==> src/rtl/adder_arbiter.sv <==
// adder_arbiter: round-robin sharing of one pipelined multi-operand adder among
// NREQ requesters, with an in-order tag FIFO routing each sum back to its owner.
module adder_arbiter #(
    parameter int NREQ    = 3,
    parameter int BITS    = 16,
    parameter int NUM     = 4,
    parameter int MAX_OUT = 8
) (
    input  logic                     clk,
    input  logic                     resetn,
    input  logic [NREQ-1:0]          req_valid,
    output logic [NREQ-1:0]          req_ready,
    input  logic [NREQ*NUM*BITS-1:0] req_data,
    output logic [NREQ-1:0]          rsp_valid,
    output logic [BITS-1:0]          rsp_data,
    output logic                     add_valid,
    output logic [NUM*BITS-1:0]      add_i,
    input  logic [BITS-1:0]          add_o,
    input  logic                     add_valid_out,
    output logic                     busy,
    output logic                     err_underflow
);
    localparam int SET_W = NUM * BITS;
    localparam int ID_W  = $clog2(NREQ);
    localparam int AW    = $clog2(MAX_OUT);
    localparam int CW    = $clog2(MAX_OUT + 1);
    localparam logic [ID_W-1:0] LAST_ID = ID_W'(NREQ - 1);
    localparam logic [CW-1:0]   FULL    = CW'(MAX_OUT);

    logic [ID_W-1:0] rr_ptr;
    logic [ID_W-1:0] winner;
    logic [ID_W-1:0] cand;
    logic            found;
    logic            can_issue;
    logic            push;
    logic            pop;
    logic [CW-1:0]   outstanding;
    logic [AW-1:0]   wr_ptr;
    logic [AW-1:0]   rd_ptr;
    logic [ID_W-1:0] tag_mem [MAX_OUT];
    logic [ID_W-1:0] pop_tag;
    logic [NREQ-1:0] rsp_valid_d;

    // Search upward from the requester after the last winner, wrapping at NREQ-1.
    always_comb begin
        // NOTE: every variable written here gets a default first, so no latch is inferred.
        found  = 1'b0;
        winner = '0;
        cand   = rr_ptr;
        for (int k = 0; k < NREQ; k++) begin
            cand = (cand == LAST_ID) ? '0 : cand + 1'b1;
            if (!found && req_valid[cand]) begin
                found  = 1'b1;
                winner = cand;
            end
        end
    end

    // Credit check uses the registered count only; a same-cycle pop frees nothing yet.
    assign can_issue = found && (outstanding < FULL);
    assign push      = can_issue;
    assign pop       = add_valid_out && (outstanding != '0);
    assign pop_tag   = tag_mem[rd_ptr];
    assign busy      = (outstanding != '0) || add_valid;

    always_comb begin
        req_ready         = '0;
        req_ready[winner] = can_issue;
    end

    always_comb begin
        rsp_valid_d = '0;
        if (pop) begin
            rsp_valid_d[pop_tag] = 1'b1;
        end
    end

    // NOTE: tag storage has no reset; the pointers and count alone define which entries are live.
    always_ff @(posedge clk) begin
        if (push) begin
            tag_mem[wr_ptr] <= winner;
        end
    end

    always_ff @(posedge clk or negedge resetn) begin
        if (!resetn) begin
            rr_ptr        <= LAST_ID;
            outstanding   <= '0;
            wr_ptr        <= '0;
            rd_ptr        <= '0;
            add_valid     <= 1'b0;
            add_i         <= '0;
            rsp_valid     <= '0;
            rsp_data      <= '0;
            err_underflow <= 1'b0;
        end else begin
            // NOTE: non-blocking assignments, so every flop samples pre-edge values in any statement order.
            add_valid <= push;
            if (push) begin
                add_i  <= req_data[winner*SET_W +: SET_W];
                rr_ptr <= winner;
                wr_ptr <= wr_ptr + 1'b1;
            end
            if (pop) begin
                rd_ptr   <= rd_ptr + 1'b1;
                rsp_data <= add_o;
            end
            outstanding <= outstanding + CW'(push) - CW'(pop);
            rsp_valid   <= rsp_valid_d;
            if (add_valid_out && (outstanding == '0)) begin
                err_underflow <= 1'b1;
            end
        end
    end

endmodule

==> config.mk <==
export PLATFORM = sky130hd
export DESIGN_NAME = adder_arbiter
export DESIGN_NICKNAME = d
export VERILOG_FILES = /design/src/rtl/adder_arbiter.sv
export SDC_FILE = /design/constraint.sdc
export NUM_CORES = 1
export LEC_CHECK = 0
export BUFFER_PORTS_ARGS = -buffer_cell sky130_fd_sc_hd__buf_2
export CORE_AREA = 2 2 118 120
export DETAILED_ROUTE_END_ITERATION = 10
export DIE_AREA = 0 0 120 122
export HOLD_SLACK_MARGIN = 0.08
export PLACE_DENSITY_LB_ADDON = 0.08
export SYNTH_ARGS = -nofsm -noshare
export SYNTH_HDL_FRONTEND = slang
export SYNTH_SLANG_ARGS = --single-unit
==> constraint.sdc <==
create_clock -name clk -period 3.6 [get_ports clk]
set_input_delay 0.18 -clock clk [delete_from_list [all_inputs] [get_ports clk]]
set_output_delay 0.18 -clock clk [all_outputs]
set_load 0.01 [all_outputs]
==> out/results.ini, run 1 <==
[floorplan]
initial_core_util=0.4195
die_x_um=120
core-area_mm2=0.01350
die-area_mm2=0.01464
rows=43
pin_count=303
die_h_um=122

[synthesis]
postSynthAreaPerCell_um2=12.37
synth_xor_area_frac=0.009276
netlist_area_mm2=0.005665
synth_compound_area_frac=0.1223
synth_nets=680
yosys_warnings=0
synthMuxAreaShare=0.1648
ys_ff_latch=113
synth_cells=458
synthAdderAreaFrac=0.01899
synth.distinct_cells=33
synth_top_family_by_area=multiplexers
synth_top_area_frac=0.4240
synth_top_area_cell=dfrtp_1
ys_seq_area_frac=0.5135
yosys.area_share.simple=0.1360
synthTopCellsByArea=dfrtp_1 42%, a221o_1 11%, edfxtp_1 8.5%

[route]
antenna_left=0
dr_total_vias=5068
drt_iter0_markers=250
wl_um=16990
post_drt_wl_per_cell_um=16.56
firstDrtPassIters=5
via_per_inst=4.940
route.detailed.drc=0

[worst_setup_path]
end_kind=output port
worstReg2RegStart=outstanding[3]
rrSetupSlack_ns=0.94
worstPathArrival_ns=2.49
critPathKind=register to output port
reg2reg_to=outstanding[2]
required_ns=3.42
crit_fanout=70
r2r_cells=10
cp-start-kind=register

[sta]
period_share=0.7407
setup_tns_ns=0
max_freq_mhz=375.0
max_slew_margin=0.2967
rsz0062_at_grt=false
finClkSkew_ns=0.005592
slew_violations=0
hold_violations=0
finalSetupViolations=0
worst_slew_pin_slew_ns=1.055
fin_crit_ns=2.667

[placement]
dpl.hpwl_um=11670
gp_congestion=0.7536
placed_area_mm2=0.007308
port_buffers=302

[global_route]
grt_util_all_layers=0.2273
first_global_vias=5179
grt_util_met2=0.3885
grt-busiest-layer=met2
grt.met1_usage=0.2724
grt_max_degree=82
gr-usage-met3=0.06367
grt.overflow.total=0
antenna_found_initial=0
grt_first_pass_wirelength_um=25770

[hold_path]
hp-start=req_data[118]
worstHoldPathCells=3
min-delay-path-class=input pin to register
min_to=add_i[54]

[clocking]
cts_sinks=113
cts_max_level=4
cts_buffer_depth=2
cts_tree=built
clock_latency_ns=0.41
cts_made_buffers=17
cts_setup_buffers=0
clk_pin_slew_ns=0.05
postCtsHoldBufs=82
cts_root_buf=clkbuf_16
cts_resized=0

[final_layout]
antenna_cells=0
nFillCells=1051
design_area_mm2=0.008800
drive_gt1_frac=0.4894
fin_nets=1055
syn2layout_area_growth_pct=55.32

[power]
peakVddDrop_mv=0.4185
power_leakage_nw=4.407
p_per_area_mw_per_mm2=782.2

[flow_run]
cap_viol_max_count=0

[outcome]
status=finished clean

## sequential cells by signal, summed over array words and instances, names as in the netlist
name,flops
add_i,64
add_valid,1
err_underflow,1
outstanding,4
rd_ptr,3
rr_ptr,2
rsp_data,16
rsp_valid,3
tag_mem,16
wr_ptr,3
## final cells by class
class,instances,area [um^2],share of cell area
timing repair buffer,390,2392,0.2719
clock inverter,10,176.4,0.02005
multi-input combinational,303,2572,0.2923
inverter,8,30.03,0.003412
sequential,113,2909,0.3306
tap,180,225.2,0.02559
clock buffer,22,494.2,0.05616
## where the power goes
group	leakage (nW)	internal, mW	switching, mW	total [mW]
logic	2.74	1.44	1.39	2.83
clock network	0.336	1.32	0.568	1.88
registers	1.33	1.86	0.314	2.17
## per-layer routing
| metal | vias to the layer above | routed length [um] |
|---|---|---|
| met5 | - | 0 |
| li1 | 2424 | - |
| met3 | 26 | 1244 |
| met4 | 0 | 302 |
| met2 | 232 | 8471 |
| met1 | 2386 | 6975 |
## Yosys cell counts
library cell,n
o2bb2ai_1,1
mux2_4,27
nor4b_1,2
and2_1,66
edfxtp_1,16
nor2_1,4
dfstp_2,1
nand2b_1,3
mux4_2,4
and3_1,1
a22o_1,1
xor2_1,2
nor2_2,1
mux2_2,38
fa_1,1
inv_1,8
mux2i_1,1
ha_1,7
nor3_1,5
nor3b_1,3
a221o_1,64
xnor2_1,4
clkbuf_1,18
nor2b_1,2
buf_6,4
or2_2,1
nor4_1,1
nand2_1,59
a21o_1,4
dfrtp_1,96
buf_1,3
a21oi_1,1
buf_2,9
## worst max-delay path by stage
| stage | end | from | slack, ns | cells past startpoint |
|---|---|---|---|---|
| final | req_ready[1] | rr_ptr[1] | 0.93 | 5 |
| after global routing | outstanding[2] | outstanding[2] | 0.70 | 10 |
| after CTS | req_ready[1] | rr_ptr[1] | 0.85 | 5 |
| after detailed placement | outstanding[2] | outstanding[3] | 0.92 | 10 |
| after global placement | outstanding[2] | outstanding[3] | 1.02 | 10 |
| after floorplan | outstanding[2] | outstanding[2] | 1.27 | 11 |
## through the flow
stage | setup WS, ns | total power [mW] | hold WS [ns] | cells | utilization
after floorplan | 1.274 | 3.981 | -0.1156 | 458 | -
after global placement | 1.017 | 4.918 | 0.3735 | 912 | 0.5412
after detailed placement | 0.9161 | 4.962 | 0.3824 | 912 | 0.5412
after CTS | 0.8524 | 6.951 | 0.1039 | 1026 | 0.6516
after global routing | 0.7026 | 7.318 | 0.1131 | 1026 | 0.6516
final | 0.9333 | 6.883 | 0.1205 | 1026 | 0.6516
## cells in the final DEF (no fill, tap or decap), types with 5 or more instances in the layout
master / instances
buf_2: 301
dfrtp_1: 96
dlygate4sd3_1: 82
and2_1: 65
a221o_1: 64
nand2_1: 59
mux2_2: 38
mux2_4: 27
clkbuf_16: 17
edfxtp_1: 16
inv_1: 8
ha_1: 7
buf_4: 6
nor3_1: 5
clkbuf_8: 5
bufinv_16: 5
## cell families (layout without fill, tap and decap cells)
logic type | Yosys count | after routing
buf+inv | 42 | 430
simple gates | 148 | 148
compound gates | 71 | 71
xor+xnor | 6 | 6
fa+ha+maj | 8 | 8
mux | 70 | 70
flops | 113 | 113
## critical path, stage by stage, from the launching register on
cell,delay [ns]
dfstp_2,0.53
nand2b_1,0.15
a22o_4,0.81
buf_4,0.28
and2_1,0.16
buf_2,0.14
No activity file was read; power rests on OpenSTA's default activity.
==> run 2: changes to the inputs <==
--- a/config.mk
+++ b/config.mk
@@ -6,9 +6,9 @@
 export NUM_CORES = 1
 export LEC_CHECK = 0
 export BUFFER_PORTS_ARGS = -buffer_cell sky130_fd_sc_hd__buf_2
-export CORE_AREA = 2 2 118 120
+export CORE_AREA = 2 2 119 121
 export DETAILED_ROUTE_END_ITERATION = 10
-export DIE_AREA = 0 0 120 122
+export DIE_AREA = 0 0 121 123
 export HOLD_SLACK_MARGIN = 0.08
 export PLACE_DENSITY_LB_ADDON = 0.08
 export SYNTH_ARGS = -nofsm -noshare
==> constraint.sdc (replaced) <==
create_clock -name clk -period 2.6 [get_ports clk]
set_input_delay 0.13 -clock clk [delete_from_list [all_inputs] [get_ports clk]]
set_output_delay 0.13 -clock clk [all_outputs]
set_load 0.01 [all_outputs]
==> run 2 against run 1 <==
Die area grew 1.7%. Largest cell class is now non-clock buffers. Total power grew 39%. Design area grew 6.9%. Core utilization grew 3.9 points. Routed wire length grew 13%. Final cell count grew 7.0%. Critical endpoint is now add_i[21]. Non-clock buffer count grew 69. Sequential share of layout area shrank 2.1 points. Global-route usage grew 1.6 points. Hold slack lost 0.032 ns. Worst setup slack lost 0.82 ns. Flip-flop and latch count is the same.
==> out/results.ini, run 2 (synthesized netlist as in run 1, its figures left out) <==
[final_layout]
fin_nets=1125  ; +6.6%
top_regs=add_i: 64 flops, rsp_data: 16 flops, tag_mem: 16 flops
multi_input_area_mm2=0.002585  ; +0.49%
syn2layout_area_growth_pct=65.99
final-seq-area_mm2=0.002909  ; unchanged
layout_common_cells=301 x buf_2, 137 x dlygate4sd3_1, 96 x dfrtp_1, 65 x and2_1, 64 x a221o_1
nFillCells=994  ; -5.4%
drive_gt1_frac=0.4645  ; -0.02488
top_register=add_i
layout_commonest_cell=buf_2
largest_reg_flops=64  ; unchanged

[route]
route.detailed.drc=0  ; unchanged
post_drt_wl_per_cell_um=17.46  ; +5.4%
dr_total_vias=5523  ; +9.0%
firstDrtPassIters=4  ; -1
wl_um=19170  ; +13%
via_per_inst=5.030  ; +1.8%
antenna_left=0  ; unchanged
met3WireLength_um=1363  ; +9.6%
drt_iter0_markers=342  ; +37%
wl_met1_um=7310  ; +4.8%
met2WireLength_um=9875  ; +17%
routed.top_layer=met4

[floorplan]
pin_count=303  ; unchanged
core-area_mm2=0.01361  ; +0.80%
die-area_mm2=0.01488  ; +1.7%
die_h_um=123  ; +0.82%
rows=43  ; unchanged
die_x_um=121  ; +0.83%
initial_core_util=0.4162  ; -0.003316

[clocking]
clk_pin_slew_ns=0.05  ; about the same
cts_made_buffers=17  ; unchanged
clock_latency_ns=0.41  ; about the same
cts_sinks=113  ; unchanged
cts_buffer_depth=2  ; unchanged
cts_tree=built
cts_root_buf=clkbuf_16
cts_max_level=4  ; unchanged

[sta]
worst_slew_pin_slew_ns=0.5715  ; -0.4835 ns
finClkSkew_ns=0.009391  ; +0.003800 ns
hold_violations=0  ; unchanged
setup_slack_ns=0.1162  ; -0.8171 ns
max_slew_margin=0.6136  ; +0.3170
fin_crit_ns=2.484
rsz0062_at_grt=false
finalSetupViolations=0  ; unchanged
period_share=0.9553
slew_violations=0  ; unchanged
setup_tns_ns=0  ; unchanged
max_freq_mhz=402.6

[placement]
port_buffers=302  ; unchanged
place_ws_ns=0.4006  ; -0.5155 ns
dpl.hpwl_um=12400  ; +6.3%
gp_congestion=0.7882  ; +4.6%

[power]
p_comb_frac=0.453  ; +0.042
seqPwrFrac=0.314  ; about the same
p_int_mw=6.298  ; +37%
clkPwrFrac=0.233  ; -0.041
p_sw_frac=0.3399  ; +0.009888
peakVddDrop_mv=0.5327  ; +27%
p_sw_mw=3.243  ; +43%
p_per_area_mw_per_mm2=1015  ; +30%
power_leakage_nw=4.671  ; +6.0%

[global_route]
grt_util_all_layers=0.2434  ; +0.01612
grt_first_pass_wirelength_um=28060  ; +8.9%
grt_max_degree=65  ; -21%
first_global_vias=5802  ; +12%
antenna_found_initial=2  ; +2
grt.overflow.total=0  ; unchanged

[worst_setup_path]
worstReg2RegStart=rr_ptr[0]
crit_family=compound AO/OA/AOI/OAI gates
cp_cell_sequence=nor2_1, a22o_4, mux2_2, a221o_1, dlygate4sd3_1
endpoint=add_i[21]
cp_num_cells=5  ; unchanged
startpoint=rr_ptr[0]
rrSetupSlack_ns=0.12  ; -0.82 ns
reg2reg_to=add_i[21]
crit_fanout=19  ; -73%
worstPathArrival_ns=2.77  ; +0.28 ns
cp-start-kind=register
path_buf_inv=1  ; -1
critPathKind=register to register
critPathSlowestCell=dlygate4sd3_1
end_kind=register
critPathMaxStageDelay_ns=0.56  ; -0.25 ns
r2r_cells=5  ; -5
required_ns=2.88  ; -0.54 ns

[flow_run]
cap_viol_max_count=0  ; unchanged

[hold_path]
min-delay-path-class=input pin to register

[outcome]
status=finished clean

[run 2: power groups by stage]
stage / clock network (mW) / registers, mW / logic [mW]
6_report: 2.22 / 3.00 / 4.32
5_1_grt: 2.34 / 3.09 / 4.69
4_1_cts: 2.27 / 3.00 / 4.25
3_5_place_dp: 0 / 2.99 / 3.96
3_3_place_gp: 0 / 2.99 / 3.87
2_1_floorplan: 0 / 3.20 / 2.31
[run 2: worst min path at each step]
stage,startpoint,endpoint,slack [ns],depth (start not counted)
floorplan,resetn,add_i[0],-0.17,0
global placement,resetn,rsp_valid[0],0.17,1
detailed placement,resetn,rsp_valid[2],0.17,1
CTS,req_data[7],add_i[7],0.08,3
global route,req_data[115],add_i[51],0.08,3
finish,req_data[3],add_i[3],0.09,3
[run 2: area by class of cell]
cell class              instances  area share
multi-input cells             304      0.2749
well taps                     180     0.02395
inverters                       8    0.003193
diodes                          3   0.0007983
clock buffers                  27     0.05561
repair buffers                459      0.3272
flip-flops and latches        113      0.3093
clock inverters                 4    0.005056
[run 2: tightest hold or removal path: cells and delay by family]
kind            cells  cell delay (ns)
buf+inv             1             0.07
mux                 1             0.13
compound gates      1             0.12
[run 2: what timing repair did]
action / CTS / global route
setup buffers: 0 / 5
setup endpoints to repair: 0 / 6
endpoints found under the hold margin: 122 / 0
gates resized for setup: 0 / 2
hold buffers: 137 / 0
[run 2: metrics by stage]
step	cell area, um^2	std cells	power [mW]	hold slack [ns]	utilization
6_report	9404	1098	9.541	0.08882	0.6909
4_1_cts	9343	1089	9.514	0.08081	0.6864
3_5_place_dp	7401	921	6.952	0.1717	0.5437
5_1_grt	9402	1097	10.13	0.08145	0.6907
3_3_place_gp	7401	921	6.862	0.1691	0.5437
2_1_floorplan	5665	458	5.512	-0.1656	-
[run 2: layer usage]
layer / vias to the layer above / GRT usage
met2: 256 / 0.4305
met5: - / 0
met1: 2659 / 0.2710
met4: 0 / 0.1061
li1: 2566 / -
met3: 42 / 0.07472
==> run 3: changes to the inputs <==
--- a/config.mk
+++ b/config.mk
@@ -6,9 +6,10 @@
 export NUM_CORES = 1
 export LEC_CHECK = 0
 export BUFFER_PORTS_ARGS = -buffer_cell sky130_fd_sc_hd__buf_2
-export CORE_AREA = 2 2 119 121
+export CORE_AREA = 2 2 117 119
+export CTS_BUF_LIST = sky130_fd_sc_hd__clkbuf_8
 export DETAILED_ROUTE_END_ITERATION = 10
-export DIE_AREA = 0 0 121 123
+export DIE_AREA = 0 0 119 121
 export HOLD_SLACK_MARGIN = 0.08
 export PLACE_DENSITY_LB_ADDON = 0.08
 export SYNTH_ARGS = -nofsm -noshare
==> run 3 against run 2 <==
First-iteration DRC count is 7.0% higher. Count of clock-buffer cells in the layout fell by 7. Core utilization rose by 4.1 points. Die area shrank 3.3%. Non-clock buffer count is 28 higher. Largest cell class unchanged.
==> out/results.ini, run 3 (synthesized netlist as in run 1, its figures left out) <==
[global_route]
grt.overflow.total=0  ; unchanged
antenna_found_initial=0  ; -2
grt_util_all_layers=0.2700  ; +0.02653
first_global_vias=5991  ; +3.3%
grt_max_degree=57  ; -12%
grt_first_pass_wirelength_um=30180  ; +7.6%

[floorplan]
die_h_um=121  ; -1.6%
rows=42  ; -2.3%
pin_count=303  ; unchanged
initial_core_util=0.4330  ; +0.01676
die-area_mm2=0.01440  ; -3.3%
die_x_um=119  ; -1.7%
core-area_mm2=0.01309  ; -3.9%

[final_layout]
syn2layout_area_growth_pct=68.99
design_area_mm2=0.009574  ; +1.8%
largest_reg_flops=64  ; unchanged
antenna_cells=0  ; -3
top_regs=add_i: 64 flops, rsp_data: 16 flops, tag_mem: 16 flops
fin_nets=1153  ; +2.5%
layout_common_cells=301 x buf_2, 168 x dlygate4sd3_1, 96 x dfrtp_1, 65 x and2_1, 64 x a221o_1
nFillCells=873  ; -12%
layoutNonFillerInstCount=1120  ; +2.0%
top_register=add_i
drive_gt1_frac=0.4492  ; -0.01533
layout_commonest_cell=buf_2

[worst_setup_path]
crit_fanout=10  ; -9
critPathSlowestCell=dlygate4sd3_1
worstReg2RegStart=rr_ptr[1]
critPathMaxStageDelay_ns=0.57  ; about the same
worstPathArrival_ns=2.84  ; +0.07 ns
end_kind=register
cp_cell_sequence=nand2b_1, a22o_4, buf_12, mux2_2, a221o_1, dlygate4sd3_1
cp-start-kind=register
path_buf_inv=2  ; +1
rrSetupSlack_ns=0.06  ; -0.06 ns
startpoint=rr_ptr[1]
critPathKind=register to register
crit_family=buffers and inverters
required_ns=2.90  ; +0.02 ns

[power]
peakVddDrop_mv=0.4660  ; -13%
p_comb_frac=0.499  ; +0.046
seqPwrFrac=0.313  ; about the same
p_sw_frac=0.3451  ; +0.005185
p_sw_mw=3.313  ; +2.1%
clkPwrFrac=0.188  ; -0.045
power_leakage_nw=4.767  ; +2.1%
p_int_mw=6.286  ; -0.19%
finalPower_mw=9.599  ; +0.60%
p_per_area_mw_per_mm2=1003  ; -1.2%

[placement]
placed_area_mm2=0.007408  ; +0.10%
post-place-cells=917  ; -0.43%
place_ws_ns=0.2600  ; -0.1406 ns
port_buffers=302  ; unchanged
dpl.hpwl_um=12660  ; +2.1%
gp_congestion=0.8154  ; +3.5%

[route]
via_per_inst=5.120  ; +1.8%
drt_iter0_markers=366  ; +7.0%
route.detailed.drc=0  ; unchanged
antenna_left=0  ; unchanged
wl_um=20170  ; +5.2%
post_drt_wl_per_cell_um=18.01  ; +3.1%
dr_total_vias=5734  ; +3.8%
firstDrtPassIters=4  ; unchanged

[hold_path]
hp-start=req_data[86]
min-delay-path-class=input pin to register

[sta]
setup_slack_ns=0.06023  ; -0.05597 ns
rsz0062_at_grt=true
fin_crit_ns=2.540  ; +0.05597 ns
max_freq_mhz=393.7  ; -2.2%
hold_violations=0  ; unchanged
finalSetupViolations=0  ; unchanged
period_share=0.9768  ; +0.02153
max_slew_margin=0.5684  ; -0.04524
finClkSkew_ns=0.01853  ; +0.009140 ns
slew_violations=0  ; unchanged
setup_tns_ns=0  ; unchanged
worst_slew_pin_slew_ns=0.6384  ; +0.06692 ns

[clocking]
cts_buffer_depth=2  ; unchanged
cts_made_buffers=17  ; unchanged
cts_sinks=113  ; unchanged
clk_pin_slew_ns=0.08  ; +0.03 ns
cts_max_level=4  ; unchanged
cts_root_buf=clkbuf_8
cts_tree=built
clock_latency_ns=0.42  ; about the same

[outcome]
status=finished clean

[flow_run]
cap_viol_max_count=0  ; unchanged

==> run 3: cell count changes in the layout (fill, tap and decap cells not counted), moves of 3 or more <==
cell | previous run | this run
diode_2 | 3 | 0
dlygate4sd3_1 | 137 | 168
clkbuf_16 | 17 | 0
bufinv_16 | 1 | 4
clkbuf_8 | 6 | 20
clkbuf_1 | 4 | 0
buf_4 | 17 | 13
==> run 3: final timing paths <==
kind | depth (start not counted) | end
max | 6 | add_i[23]
min | 3 | add_i[22]
max reg2reg | 6 | add_i[23]
min reg2reg | 1 | err_underflow
max in group asynchronous | 3 | add_i[24]
min in group asynchronous | 2 | rsp_data[0]
==> run 3: layer usage <==
metal,track usage,part of all wire,up-vias
li1,-,-,2630
met1,0.3040,0.39,2745
met2,0.4716,0.51,303
met3,0.08036,0.072,56
met4,0.1243,0.033,0
met5,0,0,-
==> run 3: power groups by stage <==
| stage | Combinational (mW) | Sequential, mW | Clock, mW |
|---|---|---|---|
| 2_1_floorplan | 2.31 | 3.20 | 0 |
| 3_3_place_gp | 3.92 | 2.99 | 0 |
| 3_5_place_dp | 3.99 | 2.99 | 0 |
| 4_1_cts | 4.64 | 2.99 | 1.85 |
| 5_1_grt | 5.16 | 3.10 | 1.95 |
| 6_report | 4.79 | 3.01 | 1.81 |
==> run 3: through the flow <==
stage | hold WS [ns] | utilization
finish | 0.1274 | 0.7317
global route | 0.08332 | 0.7317
CTS | 0.08088 | 0.7282
detailed placement | 0.1665 | 0.5662
global placement | 0.1593 | 0.5662
floorplan | -0.1656 | -
==> run 3: tightest hold or removal path: cells and delay by family <==
kind / cells / cell delay, ns
mux: 1 / 0.15
compound gates: 1 / 0.13
buf+inv: 1 / 0.08
==> run 3: what timing repair did <==
| action | 4_1_cts | 5_1_grt |
|---|---|---|
| gates resized for setup | 0 | 2 |
| buffers inserted | 0 | 2 |
| setup endpoints to repair | 0 | 20 |
| endpoints found under the hold margin | 122 | 0 |
| hold buffers | 168 | 0 |
==> run 3: final cells by class <==
type	instances	area, um^2	area share
multi-input cells	304	2591	0.2706
repair buffers	487	3386	0.3536
clock inverters	12	162.7	0.01699
flip-flops and latches	113	2909	0.3038
inverters	8	30.03	0.003136
clock buffers	20	275.3	0.02875
well taps	176	220.2	0.02300
